### config.mk
export PLATFORM = sky130hd
export DESIGN_NAME = ctrl_pipe
export DESIGN_NICKNAME = d
export VERILOG_FILES = /design/src/rtl/ctrl_pipe.sv
export SDC_FILE = /design/constraint.sdc
export NUM_CORES = 1
export LEC_CHECK = 0
export ABC_CLOCK_PERIOD_IN_PS = 4550
export CORE_MARGIN = 2
export CORE_UTILIZATION = 49
export DETAILED_ROUTE_END_ITERATION = 16
export GPL_TIMING_DRIVEN = 0
export PLACE_DENSITY = 0.85
export SLEW_MARGIN = 20
export SYNTH_ARGS = -nofsm -noshare
export SYNTH_HDL_FRONTEND = slang
export SYNTH_SLANG_ARGS = --single-unit
### constraint.sdc
create_clock -name Clk -period 4.55 [get_ports Clk]
set_input_delay 0.6825 -clock Clk [delete_from_list [all_inputs] [get_ports Clk]]
set_output_delay 0.6825 -clock Clk [all_outputs]
set_load 0.02 [all_outputs]
### src/rtl/ctrl_pipe.sv
// Carries decoded control through ID/EX, EX/MEM, MEM/WB with load-use stall and branch flush.
// ex_* +1, mem_* +2, wb_* +3 cycles after capture; stall is the only combinational output.
module ctrl_pipe #(
  parameter int REG_AW  = 5,
  parameter int ALUOP_W = 5,
  parameter int CNT_W   = 16
) (
  input  logic               Clk,
  input  logic               Rst_n,
  input  logic               id_valid,
  input  logic               id_RegWrite,
  input  logic               id_RegDst,
  input  logic               id_ALUSrc,
  input  logic               id_Branch,
  input  logic               id_MemWrite,
  input  logic               id_MemRead,
  input  logic               id_MemToReg,
  input  logic               id_zeroExt,
  input  logic [ALUOP_W-1:0] id_ALUOp,
  input  logic [REG_AW-1:0]  id_rs,
  input  logic [REG_AW-1:0]  id_rt,
  input  logic [REG_AW-1:0]  id_rd,
  input  logic               br_taken,
  output logic               stall,
  output logic               ex_RegDst,
  output logic               ex_ALUSrc,
  output logic               ex_zeroExt,
  output logic [ALUOP_W-1:0] ex_ALUOp,
  output logic [REG_AW-1:0]  ex_dst,
  output logic               mem_Branch,
  output logic               mem_MemWrite,
  output logic               mem_MemRead,
  output logic               wb_RegWrite,
  output logic               wb_MemToReg,
  output logic [REG_AW-1:0]  wb_dst,
  output logic [CNT_W-1:0]   bubble_cnt
);

  typedef struct packed {
    logic               valid;
    logic               reg_write;
    logic               mem_to_reg;
    logic               branch;
    logic               mem_write;
    logic               mem_read;
    logic               reg_dst;
    logic               alu_src;
    logic               zero_ext;
    logic [ALUOP_W-1:0] alu_op;
    logic [REG_AW-1:0]  dst;
  } idex_t;

  typedef struct packed {
    logic              reg_write;
    logic              mem_to_reg;
    logic              branch;
    logic              mem_write;
    logic              mem_read;
    logic [REG_AW-1:0] dst;
  } exmem_t;

  typedef struct packed {
    logic              reg_write;
    logic              mem_to_reg;
    logic [REG_AW-1:0] dst;
  } memwb_t;

  idex_t            idex_q, idex_d;
  exmem_t           exmem_q, exmem_d;
  memwb_t           memwb_q, memwb_d;
  logic [CNT_W-1:0] cnt_q, cnt_d;

  logic [REG_AW-1:0] id_dst;
  logic              uses_rt;
  logic              hz;
  logic [1:0]        cnt_inc;
  logic [CNT_W:0]    cnt_sum;

  always_comb begin
    id_dst  = id_RegDst ? id_rd : id_rt;
    uses_rt = ~id_ALUSrc | id_MemWrite | id_Branch;
    hz = idex_q.valid & idex_q.mem_read & idex_q.reg_write & id_valid &
         (idex_q.dst != '0) &
         ((idex_q.dst == id_rs) | ((idex_q.dst == id_rt) & uses_rt));
    stall = hz & ~br_taken;

    // Flushes, stalls and empty ID slots all enter EX as an all-zero word.
    idex_d = '0;
    if (id_valid && !hz && !br_taken) begin
      idex_d.valid      = 1'b1;
      idex_d.reg_write  = id_RegWrite & (id_dst != '0);
      idex_d.mem_to_reg = id_MemToReg;
      idex_d.branch     = id_Branch;
      idex_d.mem_write  = id_MemWrite;
      idex_d.mem_read   = id_MemRead;
      idex_d.reg_dst    = id_RegDst;
      idex_d.alu_src    = id_ALUSrc;
      idex_d.zero_ext   = id_zeroExt;
      idex_d.alu_op     = id_ALUOp;
      idex_d.dst        = id_dst;
    end

    exmem_d = '0;
    if (!br_taken) begin
      exmem_d.reg_write  = idex_q.reg_write;
      exmem_d.mem_to_reg = idex_q.mem_to_reg;
      exmem_d.branch     = idex_q.branch;
      exmem_d.mem_write  = idex_q.mem_write;
      exmem_d.mem_read   = idex_q.mem_read;
      exmem_d.dst        = idex_q.dst;
    end

    // The resolving branch sits in EX/MEM and always moves on to WB.
    memwb_d.reg_write  = exmem_q.reg_write;
    memwb_d.mem_to_reg = exmem_q.mem_to_reg;
    memwb_d.dst        = exmem_q.dst;

    cnt_inc = br_taken ? 2'd2 : (hz ? 2'd1 : 2'd0);
    cnt_sum = {1'b0, cnt_q} + {{(CNT_W-1){1'b0}}, cnt_inc};
    cnt_d   = cnt_sum[CNT_W] ? {CNT_W{1'b1}} : cnt_sum[CNT_W-1:0];
  end

  always_ff @(posedge Clk or negedge Rst_n) begin
    if (!Rst_n) begin
      idex_q  <= '0;
      exmem_q <= '0;
      memwb_q <= '0;
      cnt_q   <= '0;
    end else begin
      idex_q  <= idex_d;
      exmem_q <= exmem_d;
      memwb_q <= memwb_d;
      cnt_q   <= cnt_d;
    end
  end

  assign ex_RegDst    = idex_q.reg_dst;
  assign ex_ALUSrc    = idex_q.alu_src;
  assign ex_zeroExt   = idex_q.zero_ext;
  assign ex_ALUOp     = idex_q.alu_op;
  assign ex_dst       = idex_q.dst;
  assign mem_Branch   = exmem_q.branch;
  assign mem_MemWrite = exmem_q.mem_write;
  assign mem_MemRead  = exmem_q.mem_read;
  assign wb_RegWrite  = memwb_q.reg_write;
  assign wb_MemToReg  = memwb_q.mem_to_reg;
  assign wb_dst       = memwb_q.dst;
  assign bubble_cnt   = cnt_q;

endmodule

==> results.yml, run 1 <==
grt:
  overflow: 0
  grt_pass1_vias: 1592
  grt_pass1_wl_mm: 7.500
  antenna_found_initial: 0
  grt_start_max_net_pins: 28
  grtUsageTotal: 0.1894
sta:
  slew_headroom: 0.5514
  worst_pin_slew_ps: 671.6
  slew_viol_final: 0
  fin_skew_ps: 7.927
  finalHoldViolCount: 0
  fin_crit_ps: 3676
  setup-violations-final: 0
  tns_ps: 0
  worst_hold_slack_ps: 350.0
  rsz0062_at_grt: "false"
  period_share: 0.8079
  fmax_mhz: 272.0
worst_hold_path:
  worstHoldPathType: "reg -> reg"
logic_synthesis:
  synth_compound_gate_area_share: 0.02754
  syn_avg_cell_area_um2: 11.72
  synth-seq-cells: 52
  synth-xor-area-share: 0.07083
  synth_area_leaders: "dfrtp_1, and3_1, xnor2_1"
  synth_top_cell_area_share: 0.5846
  synth-seq-area-share: 0.5846
  synth_edf_count: 0
  syn_nets: 225
  synthFlopType: "dfrtp_1"
  yosys-top-cells-count: "dfrtp_1, and3_1, nand2_1"
  ys_async_sr_fraction: 1.000
  synthesis.area_um2: 2226
  synth_simple_gate_area_frac: 0.2052
  synth_top_family_by_area: "simple AND/OR/NAND/NOR gates"
  netlist_instances: 190
  synth_mux_area_frac: 0.03485
  yosysMostFrequentCell: "dfrtp_1"
  synth-adder-area-share: 0.02024
  yosys.area.top_type: "dfrtp_1"
  yosys.cell_types.count: 35
  yosysWarnings: 0
floorplan:
  initial_core_util: 0.5112
  dieArea_um2: 5098
  core_um2: 4354
  io_pins: 72
  chipHeight_um: 71.40
  num_rows: 24
  fp.dieW_um: 71.40
setup_path:
  cp-end-kind: "register"
  cp.required_ps: 4770
  critical_path_class: "in -> reg"
  arrival_ps: 3900
  start_kind: "primary input"
  path_max_fanout: 10
detailed_routing:
  routed_wl_mm: 4.514
  wl_per_cell_um: 14.19
  antenna_left: 0
  vias: 1603
  dr.pass1.iters: 6
  drt_iter0_markers: 75
  routed_via_density: 5.041
  drc_errors: 0
power:
  combPwrFrac: 0.261
  p_leak_nw: 1.481
  p_seq_frac: 0.524
  power_density_nw_per_um2: 344.9
  p_sw_frac: 0.2969
  internal_power_w: 0.0007458
  switchingPower_w: 0.0003149
  peakVddDrop_uv: 222.3
  power_frac_clock: 0.214
clock_tree:
  post_cts_resized: 0
  numClockSinks: 52
  cts_max_level: 2
  cts_root_buf: "clkbuf_8"
  cts_tree: "done"
  postCtsHoldBufs: 0
  numCtsBuffers: 5
  clk_pin_slew_ps: 80
  post_cts_buffers: 0
  insertion_delay_ps: 290
  clock_path_buffers: 2
finish:
  diodes: 0
  fillCellCount: 322
  multi_input_area_um2: 798.3
  drive_above_1_share: 0.1090
  areaGrowthSynthToFinish_pct: 38.17
  final_nets: 303
  seq_area_um2: 1301
run:
  maxCapViolations: 0
placed_design:
  place_hpwl_mm: 3.534
  portBuffers: 70
  gp_congestion: 0.7786
status:
  status: "finished, final reports clean"
[metrics by stage]
stage | instances | utilization | worst slack, ps | total power (W) | area [um^2]
floorplan | 190 | - | 1417 | 0.0007053 | 2226
global placement | 312 | 0.6871 | 697.7 | 0.0008345 | 2992
detailed placement | 313 | 0.6905 | 579.5 | 0.0008456 | 3007
CTS | 318 | 0.7063 | 877.2 | 0.001072 | 3075
global route | 318 | 0.7063 | 586.9 | 0.001112 | 3075
finish | 318 | 0.7063 | 873.9 | 0.001061 | 3075
[critical path, cell delays in order]
cell	delay [ps]
clkdlybuf4s50_1	540
xnor2_1	150
nand4_1	100
a211oi_1	230
o21ai_1	140
clkbuf_1	220
nor2_1	200
ha_1	200
inv_1	60
fa_1	470
nor3_4	340
nand3_1	240
buf_2	260
o21ai_1	90
[cell type report]
| cell class | instances | share of cell area |
|---|---|---|
| repair buffers | 71 | 0.2327 |
| well taps | 52 | 0.02116 |
| inverters | 7 | 0.008544 |
| clock buffers | 5 | 0.02238 |
| flip-flops and latches | 52 | 0.4231 |
| plain buffers | 16 | 0.03255 |
| multi-input cells | 115 | 0.2596 |
[flip-flops by register name (all words and copies together) (netlist names), 5 cells and up]
name	cells
idex_q	6
wb_dst	5
bubble_cnt	16
ex_dst	5
exmem_q	7
ex_ALUOp	5
[cell usage in the layout (no fill, tap or decap), types with 2 or more instances in the layout]
cell and count:
clkbuf_1 4, nand4_1 6, clkdlybuf4s50_1 69, nor2_1 7, xor2_1 9, xnor2_1 9, o21ai_0 2, nand3_1 5
ha_1 2, buf_4 10, nor2b_1 11, nor3_1 4, o21ai_1 2, mux2_2 5, and3_1 19, dfrtp_1 52
nand2b_1 2, inv_1 7, a21oi_1 4, clkbuf_8 5, buf_2 3, nand2_1 13
[kinds of logic (layout without fill, tap and decap cells)]
logic type | Yosys count | count (layout)
simple gates | 76 | 76
compound gates | 11 | 11
flops | 52 | 52
mux | 7 | 7
buf+inv | 23 | 99
xor+xnor | 18 | 18
fa+ha+maj | 3 | 3
[metal layers]
layer	track usage	part of all wire	up-vias
li1	-	-	779
met1	0.2358	0.42	779
met2	0.3364	0.53	39
met3	0.03516	0.038	6
met4	0.05660	0.013	0
met5	0	0	-
[power groups by stage]
stage	combinational, W	clock (W)	sequential, W
after floorplan	0.000105	0	0.000600
after global placement	0.000269	0	0.000566
after detailed placement	0.000280	0	0.000566
after CTS	0.000281	0.000235	0.000557
after global routing	0.000300	0.000248	0.000564
final	0.000277	0.000227	0.000556
[final timing paths]
path,from,endpoint,slack [ps],depth (start not counted)
worst max-delay path,id_rt[0],bubble_cnt[11],870,14
worst min-delay path,exmem_q[3],wb_dst[3],350,0
worst max register to register,ex_dst[0],bubble_cnt[11],1280,13
worst min register to register,exmem_q[3],wb_dst[3],350,0
max in group asynchronous,Rst_n,mem_Branch,3630,2
min in group asynchronous,Rst_n,ex_ALUOp[0],380,1
Note: power is estimated with default switching activity, not from simulation.
==> run 2, diff against run 1 <==
--- a/config.mk
+++ b/config.mk
@@ -5,12 +5,12 @@
 export SDC_FILE = /design/constraint.sdc
 export NUM_CORES = 1
 export LEC_CHECK = 0
-export ABC_CLOCK_PERIOD_IN_PS = 4550
+export ABC_CLOCK_PERIOD_IN_PS = 3250
 export CORE_MARGIN = 2
-export CORE_UTILIZATION = 49
+export CORE_UTILIZATION = 41
 export DETAILED_ROUTE_END_ITERATION = 16
 export GPL_TIMING_DRIVEN = 0
-export PLACE_DENSITY = 0.85
+export PLACE_DENSITY = 0.76
 export SLEW_MARGIN = 20
 export SYNTH_ARGS = -nofsm -noshare
 export SYNTH_HDL_FRONTEND = slang
==> constraint.sdc (replaced) <==
create_clock -name Clk -period 3.25 [get_ports Clk]
set_input_delay 0.4875 -clock Clk [delete_from_list [all_inputs] [get_ports Clk]]
set_output_delay 0.4875 -clock Clk [all_outputs]
set_load 0.02 [all_outputs]
==> results.yml, run 2 (same netlist as run 1, synthesis figures left out) <==
run:
  maxCapViolations: 0
sta:
  period_share: 0.9330
  fin_skew_ps: 8.800
  timing.final.ws_setup_ps: 217.8
  setup-violations-final: 0
  fin_crit_ps: 3032
  slew_viol_final: 0
  fmax_mhz: 329.8
  rsz0062_at_grt: "false"
  slew_headroom: 0.5915
  worst_pin_slew_ps: 611.5
  worst_hold_slack_ps: 178.7
  finalHoldViolCount: 0
detailed_routing:
  routed_via_density: 4.602
  wl_per_cell_um: 12.97
  dr.pass1.iters: 4
  routed_wl_mm: 4.436
  drt_iter0_markers: 64
  vias: 1574
  antenna_left: 0
  drc_errors: 0
placed_design:
  portBuffers: 70
  place_hpwl_mm: 3.343
  place_ws_ps: -472.8
  gp_congestion: 0.7836
setup_path:
  cp.required_ps: 3440
  cp-end-kind: "register"
  path_max_fanout: 10
  ff2ff_path_depth: 14
  rr_startpoint: "ex_dst[0]"
  r2r_slack_ps: 420
  crit_start: "id_rt[4]"
  start_kind: "primary input"
  critical_path_class: "in -> reg"
  r2r_end: "bubble_cnt[10]"
  arrival_ps: 3220
  cp-endpoint: "bubble_cnt[10]"
floorplan:
  dieArea_um2: 6034
  core_um2: 5172
  num_rows: 26
  chipHeight_um: 77.68
  fp.dieW_um: 77.68
  io_pins: 72
  initial_core_util: 0.4303
finish:
  diodes: 0
  final_nets: 306
  largest_reg_flops: 16
  layout_commonest_cell: "clkdlybuf4s50_1"
  layout_common_cells: "clkdlybuf4s50_1, dfrtp_1, and3_1, nand2_1, buf_4"
  drive_above_1_share: 0.1360
  areaGrowthSynthToFinish_pct: 42.66
  utilization: 0.6139
grt:
  grt_pass1_wl_mm: 7.341
  grtUsageTotal: 0.1569
  antenna_found_initial: 0
  grt_pass1_vias: 1516
  grt_start_max_net_pins: 28
  overflow: 0
status:
  status: "finished, final reports clean"
clock_tree:
  postCtsHoldBufs: 0
  numClockSinks: 52
  cts_max_level: 2
  clock_path_buffers: 2
  numCtsBuffers: 5
  insertion_delay_ps: 300
  cts_tree: "done"
  cts_root_buf: "clkbuf_8"
  clk_pin_slew_ps: 90
power:
  peakVddDrop_uv: 211.5
  power_density_nw_per_um2: 502.3
  p_leak_nw: 1.535
worst_hold_path:
  worstHoldPathType: "in -> async"
-- run 2: cell count changes in the layout (fill, tap and decap cells not counted), sizes merged --
| cell | previous run | this run |
|---|---|---|
| bufinv | 0 | 1 |
| clkinv | 0 | 1 |
| clkdlybuf4s50 | 69 | 67 |
| buf | 14 | 18 |
| dlymetal6s2s | 0 | 2 |
-- run 2: critical path, cell delays in order --
cell             delay, ps
clkdlybuf4s50_1        520
xnor2_1                130
nand4_1                110
a211oi_1               200
o21ai_1                110
buf_2                  190
nor2_4                 110
ha_1                   170
inv_1                   60
fa_2                   380
nor3_4                 240
buf_4                  160
nand4_1                110
xor2_1                 160
nand2_1                 70
-- run 2: report_power, final --
| part | total, W | internal (W) | switching (W) |
|---|---|---|---|
| combinational | 0.000392 | 0.000205 | 0.000187 |
| clock | 0.000424 | 0.000228 | 0.000196 |
| sequential | 0.000780 | 0.000705 | 0.0000746 |
| total | 0.00160 | 0.00114 | 0.000457 |
-- run 2: worst min-delay path by stage --
stage                from       endpoint  slack [ps]  depth (start not counted)
2_1_floorplan       Rst_n  bubble_cnt[0]         190                          0
3_3_place_gp   exmem_q[1]      wb_dst[1]         330                          0
3_5_place_dp   exmem_q[4]      wb_dst[4]         330                          0
4_1_cts             Rst_n    ex_ALUOp[3]         190                          1
5_1_grt             Rst_n    ex_ALUOp[3]         220                          1
6_report            Rst_n    ex_ALUOp[3]         180                          1
-- run 2: layout make-up --
class | count | area (um^2)
Fill cell | 403 | 1997
Sequential cell | 52 | 1301
Multi-Input combinational cell | 115 | 808.3
Timing Repair Buffer | 74 | 743.2
Buffer | 16 | 101.3
Tap cell | 70 | 87.58
Clock buffer | 6 | 72.57
Clock inverter | 2 | 35.03
Inverter | 7 | 26.28
-- run 2: timing repair --
item	in CTS	in global routing
gates resized for setup	0	8
setup endpoints to repair	10	15
buffers inserted	2	1
pin swaps	1	2
-- run 2: metal layers --
metal  global-route usage  vias to the layer above  routed length [um]
li1                     -                      783                   -
met1               0.2079                      742                1934
met2               0.2517                       39                2210
met3              0.02791                       10                 182
met4              0.07143                        0                 109
met5                    0                        -                   0
-- run 2: per-stage QoR --
| step | instance area [um^2] | power (W) | TNS, ps | std cells |
|---|---|---|---|---|
| after floorplan | 2226 | 0.0009875 | 0 | 190 |
| after global routing | 3176 | 0.001674 | 0 | 342 |
| final | 3176 | 0.001595 | 0 | 342 |
| after global placement | 3014 | 0.001171 | -5138 | 330 |
| after CTS | 3152 | 0.001609 | 0 | 341 |
| after detailed placement | 3029 | 0.001181 | -6053 | 331 |
